===== src/rtl/pipereg_pkg.sv =====
// Shared defaults and width helpers for the valid/ready pipeline register chain.
package pipereg_pkg;

  localparam int unsigned DefaultWidth = 8;
  localparam int unsigned DefaultDepth = 2;

  // Counter must represent 0..2*depth inclusive.
  function automatic int unsigned cnt_width(input int unsigned depth);
    return $clog2(2 * depth + 1);
  endfunction

endpackage


===== src/rtl/pipereg_skid.sv =====
// One full-throughput skid stage: registered data and registered ready.
module pipereg_skid
  import pipereg_pkg::*;
#(
  parameter int unsigned WIDTH = DefaultWidth
) (
  input  logic             clock,
  input  logic             reset,
  input  logic             flush,
  input  logic             w_valid,
  output logic             w_ready,
  input  logic [WIDTH-1:0] w_data,
  output logic             r_valid,
  input  logic             r_ready,
  output logic [WIDTH-1:0] r_data
);

  logic             main_valid_q;
  logic [WIDTH-1:0] main_data_q;
  logic             skid_valid_q;
  logic [WIDTH-1:0] skid_data_q;
  logic             acc;
  logic             emit;

  // Ready depends only on local state plus flush/reset, never on r_ready.
  assign w_ready = !skid_valid_q && !flush && !reset;
  assign acc     = w_valid && w_ready;
  assign emit    = main_valid_q && r_ready;
  assign r_valid = main_valid_q;
  assign r_data  = main_data_q;

  // Data registers are intentionally left untouched by reset/flush.
  always_ff @(posedge clock) begin
    if (reset || flush) begin
      main_valid_q <= 1'b0;
      skid_valid_q <= 1'b0;
    end else if (skid_valid_q) begin
      if (emit) begin
        main_data_q  <= skid_data_q;
        skid_valid_q <= 1'b0;
      end
    end else if (acc && (!main_valid_q || emit)) begin
      main_data_q  <= w_data;
      main_valid_q <= 1'b1;
    end else if (acc) begin
      skid_data_q  <= w_data;
      skid_valid_q <= 1'b1;
    end else if (emit) begin
      main_valid_q <= 1'b0;
    end
  end

endmodule


===== src/rtl/pipereg_chain.sv =====
// DEPTH skid stages in series with a registered occupancy count and synchronous flush.
module pipereg_chain
  import pipereg_pkg::*;
#(
  parameter int unsigned WIDTH = DefaultWidth,
  parameter int unsigned DEPTH = DefaultDepth,
  localparam int unsigned CNT_W = cnt_width(DEPTH)
) (
  input  logic             clock,
  input  logic             reset,
  input  logic             flush,
  input  logic             w_valid,
  output logic             w_ready,
  input  logic [WIDTH-1:0] w_data,
  output logic             r_valid,
  input  logic             r_ready,
  output logic [WIDTH-1:0] r_data,
  output logic [CNT_W-1:0] occupancy
);

  logic             valid_chain [DEPTH+1];
  logic             ready_chain [DEPTH+1];
  logic [WIDTH-1:0] data_chain  [DEPTH+1];
  logic [CNT_W-1:0] occ_q;
  logic             in_xfer;
  logic             out_xfer;

  assign valid_chain[0]     = w_valid;
  assign data_chain[0]      = w_data;
  assign w_ready            = ready_chain[0];
  assign r_valid            = valid_chain[DEPTH];
  assign r_data             = data_chain[DEPTH];
  assign ready_chain[DEPTH] = r_ready;

  for (genvar k = 0; k < DEPTH; k++) begin : g_stage
    pipereg_skid #(
      .WIDTH(WIDTH)
    ) u_stage (
      .clock  (clock),
      .reset  (reset),
      .flush  (flush),
      .w_valid(valid_chain[k]),
      .w_ready(ready_chain[k]),
      .w_data (data_chain[k]),
      .r_valid(valid_chain[k+1]),
      .r_ready(ready_chain[k+1]),
      .r_data (data_chain[k+1])
    );
  end

  assign in_xfer  = w_valid && w_ready;
  assign out_xfer = r_valid && r_ready;

  always_ff @(posedge clock) begin
    if (reset || flush) begin
      occ_q <= '0;
    end else if (in_xfer && !out_xfer) begin
      occ_q <= occ_q + CNT_W'(1);
    end else if (out_xfer && !in_xfer) begin
      occ_q <= occ_q - CNT_W'(1);
    end
  end

  assign occupancy = occ_q;

endmodule

===== config.mk =====
export PLATFORM = sky130hd
export DESIGN_NAME = pipereg_chain
export DESIGN_NICKNAME = d
export VERILOG_FILES = /design/src/rtl/pipereg_pkg.sv /design/src/rtl/pipereg_skid.sv /design/src/rtl/pipereg_chain.sv
export SDC_FILE = /design/constraint.sdc
export NUM_CORES = 1
export LEC_CHECK = 0
export CORE_MARGIN = 2
export CORE_UTILIZATION = 30
export DETAILED_ROUTE_END_ITERATION = 8
export GPL_ROUTABILITY_DRIVEN = 0
export GPL_TIMING_DRIVEN = 0
export PLACE_DENSITY = 0.62
export SETUP_SLACK_MARGIN = 0.05
export SYNTH_ARGS = -nofsm -noshare
export SYNTH_HDL_FRONTEND = slang
export SYNTH_SLANG_ARGS = --single-unit

===== constraint.sdc =====
create_clock -name clock -period 3.88 [get_ports clock]
set_input_delay 0.582 -clock clock [delete_from_list [all_inputs] [get_ports clock]]
set_output_delay 0.582 -clock clock [all_outputs]
set_load 0.03 [all_outputs]

==> impl_metrics.py <==
metrics = {
    "worst_setup_path": {
        "cp.required_ps": 3300,
        "cp-end-kind": "output pin",
        "reg2reg_from": "g_stage[0].u_stage.skid_valid_q",
        "path_class": "input pin to output pin",
        "r2r_end": "occupancy[2]",
        "crit_path_frequent_cell": "clkdlybuf4s50_1",
        "ff2ff_setup_slack_ps": 1850,
        "worstSetupStartpointType": "input pin",
        "crit_chain": "clkdlybuf4s50_1 -> or2_1 -> buf_4 -> nor2_1 -> clkdlybuf4s50_1",
        "reg2regPathDepth": 8,
        "cpPeakStageDelay_ps": 670,
        "path_max_fanout": 10,
        "arrival_ps": 2190,
        "critical_path.slowest_cell": "clkdlybuf4s50_1",
    },
    "timing": {
        "setup_viol": 0,
        "timing.final.crit_share_pct": 71.5,
        "slew_headroom_pct": 38.7,
        "finalHoldViolations": 0,
        "max_freq_mhz": 361,
        "slew_violations": 0,
        "rsz0062_at_grt": "no",
        "setup_tns_ps": 0,
        "fin_skew_ps": 7.06,
        "worstMarginPinSlew_ps": 918,
        "min_period_ps": 2770,
    },
    "final_layout": {
        "final-instance-count-excl-fill": 203,
        "syn_to_final_growth_pct": 26.4,
        "fillers": 509,
        "nNetsFinal": 147,
        "drive_gt1_share_pct": 27.8,
        "diodes": 0,
    },
    "cts": {
        "clkSlewWorstSetupHoldPaths_ps": 70,
        "cts_buffers": 5,
        "htree_levels": 2,
        "cts.repair.resized": 0,
        "cts_tree": "yes",
        "cts_root_buf": "clkbuf_8",
        "clockBufferDepth": 2,
        "cts_hold_buf": 0,
        "clock-sinks": 39,
        "cts_setup_buffers": 0,
        "insertion_delay_ps": 280,
    },
    "synthesis": {
        "synth.distinct_cells": 24,
        "synth_fp_nets": 115,
        "synthCells": 100,
        "syn_area_per_cell_um2": 16.1,
        "synth_seq_area_share_pct": 68.6,
        "ys_ff_latch": 39,
        "syn_area_mm2": 0.00161,
        "synth_warnings": 0,
    },
    "global_routing": {
        "grt.overflow.total": 0,
        "grt_pass1_wl_um": 4060,
        "grt_usage_pct": 8.89,
        "antenna_found_initial": 0,
        "grt_pass1_vias": 859,
        "grt_max_degree": 12,
    },
    "placement": {
        "post-dp-hpwl_um": 1910,
        "dp.cells": 195,
        "port_buffers": 25,
    },
    "hold_path": {
        "whs_path_depth": 0,
        "hp-start": "g_stage[0].u_stage.r_data[4]",
        "hp-class": "flip-flop to flip-flop",
        "worstHoldEndpoint": "g_stage[1].u_stage.skid_data_q[4]",
    },
    "floorplan": {
        "die_y_um": 77.2,
        "rows": 26,
        "die_area_mm2": 0.00595,
        "die_w_um": 77.2,
        "num_io_pins": 26,
        "core_mm2": 0.00514,
        "start_util_pct": 31.2,
    },
    "routing": {
        "wl_per_cell_um": 12.2,
        "first_pass_iters": 4,
        "vias_per_cell": 4.16,
        "drt_wl_total_um": 2470,
        "drt_iter0_markers": 45,
        "vias": 845,
        "ant_nets": 0,
        "drc": 0,
    },
    "flow_run": {
        "cap_violations": 0,
    },
    "pwr": {
        "p_total_uw": 756,
        "powerDensity_mw_per_mm2": 372,
        "p_leak_uw": 0.000681,
        "vdd_drop_max_mv": 0.258,
    },
    "run_status": {
        "status": "finished, final reports clean",
    },
}
## worst max path at each step
stage,from,endpoint,slack [ps],depth (start not counted)
CTS,flush,w_ready,1120,5
global placement,flush,g_stage[1].u_stage.skid_data_q[5],1050,3
finish,flush,w_ready,1110,5
global route,flush,w_ready,1060,5
detailed placement,flush,g_stage[1].u_stage.skid_data_q[5],880,3
floorplan,flush,g_stage[1].u_stage.skid_data_q[0],1670,2
## flip-flops by register name, summed over array words and instances, names as in the netlist
register,flops
g_stage.u_stage.r_valid,2
occupancy,3
g_stage.u_stage.skid_data_q,16
g_stage.u_stage.r_data,16
g_stage.u_stage.skid_valid_q,2
## layout by cell type (no fill, tap or decap), types with 2 or more instances in the layout
cell / Yosys / layout
edfxtp_1: 32 / 32
clkdlybuf4s50_1: 0 / 25
mux2_2: 16 / 16
buf_4: 11 / 11
dfxtp_1: 7 / 7
a21oi_1: 5 / 5
clkbuf_8: 0 / 5
nor2_1: 4 / 4
nand2_1: 3 / 3
o21ai_0: 3 / 3
inv_1: 2 / 2
a221oi_2: 2 / 2
xor2_1: 2 / 2
clkinv_1: 0 / 2
## layer usage
layer	up-vias	GRT usage (%)	share of wire (%)
li1	424	-	-
met1	397	10.3	45
met2	20	14.7	50
met3	4	3.76	4.6
met4	0	3.04	1.2
met5	-	0	0
## power breakdown
group          internal [uW]  switching (uW)
clock                    122             125
sequential               457            3.92
combinational           26.8            21.3
## cells by family (layout without fill, tap and decap cells)
group | Yosys count | in the layout | share of synthesized area (%)
flip-flops | 39 | 39 | 68.6
multiplexers | 17 | 17 | 11.8
AND/OR/NAND/NOR | 16 | 16 | 5.77
buffers and inverters | 14 | 47 | 6.31
AO/OA/AOI/OAI | 10 | 10 | 4.36
adder cells (fa/ha/maj) | 2 | 2 | 2.03
XOR/XNOR | 2 | 2 | 1.09
## synth_stat cells (all sizes together)
master	number	share of area [%]
nand2	3	0.70
ha	1	0.78
or2	1	0.39
nor4b	1	0.55
edfxtp	32	60
mux2i	1	0.62
a21oi	5	1.6
nand2b	2	1.2
nor3b	1	0.47
and3	1	0.39
nor2b	1	0.39
dfxtp	7	8.7
fa	1	1.2
buf	12	5.8
nor2	4	0.94
inv	2	0.47
a221oi	2	1.9
nor3	1	0.31
o21ai	3	0.94
xor2	2	1.1
mux2	16	11
or3	1	0.39
## per-stage QoR
step | setup WS [ps] | instance area [um^2] | util, % | hold WS [ps]
3_3_place_gp | 1050 | 1940 | 37.8 | 441
6_report | 1110 | 2030 | 39.5 | 451
5_1_grt | 1060 | 2030 | 39.5 | 471
4_1_cts | 1120 | 2020 | 39.4 | 453
3_5_place_dp | 884 | 1940 | 37.8 | 439
2_1_floorplan | 1670 | 1610 | - | 422
## worst max-delay path: cells and delay by family
family	cells	cell delay, ps
buf+inv	3	1250
simple gates	2	360
## cell type report
class | instances | area (um^2) | share of cell area, %
flip-flops and latches | 39 | 1100 | 54.3
clock buffers | 6 | 72.6 | 3.58
clock inverters | 2 | 7.51 | 0.370
inverters | 2 | 7.51 | 0.370
well taps | 70 | 87.6 | 4.32
repair buffers | 25 | 250 | 12.3
plain buffers | 12 | 93.8 | 4.62
multi-input cells | 47 | 409 | 20.2
(Power assumes the default switching activity.)
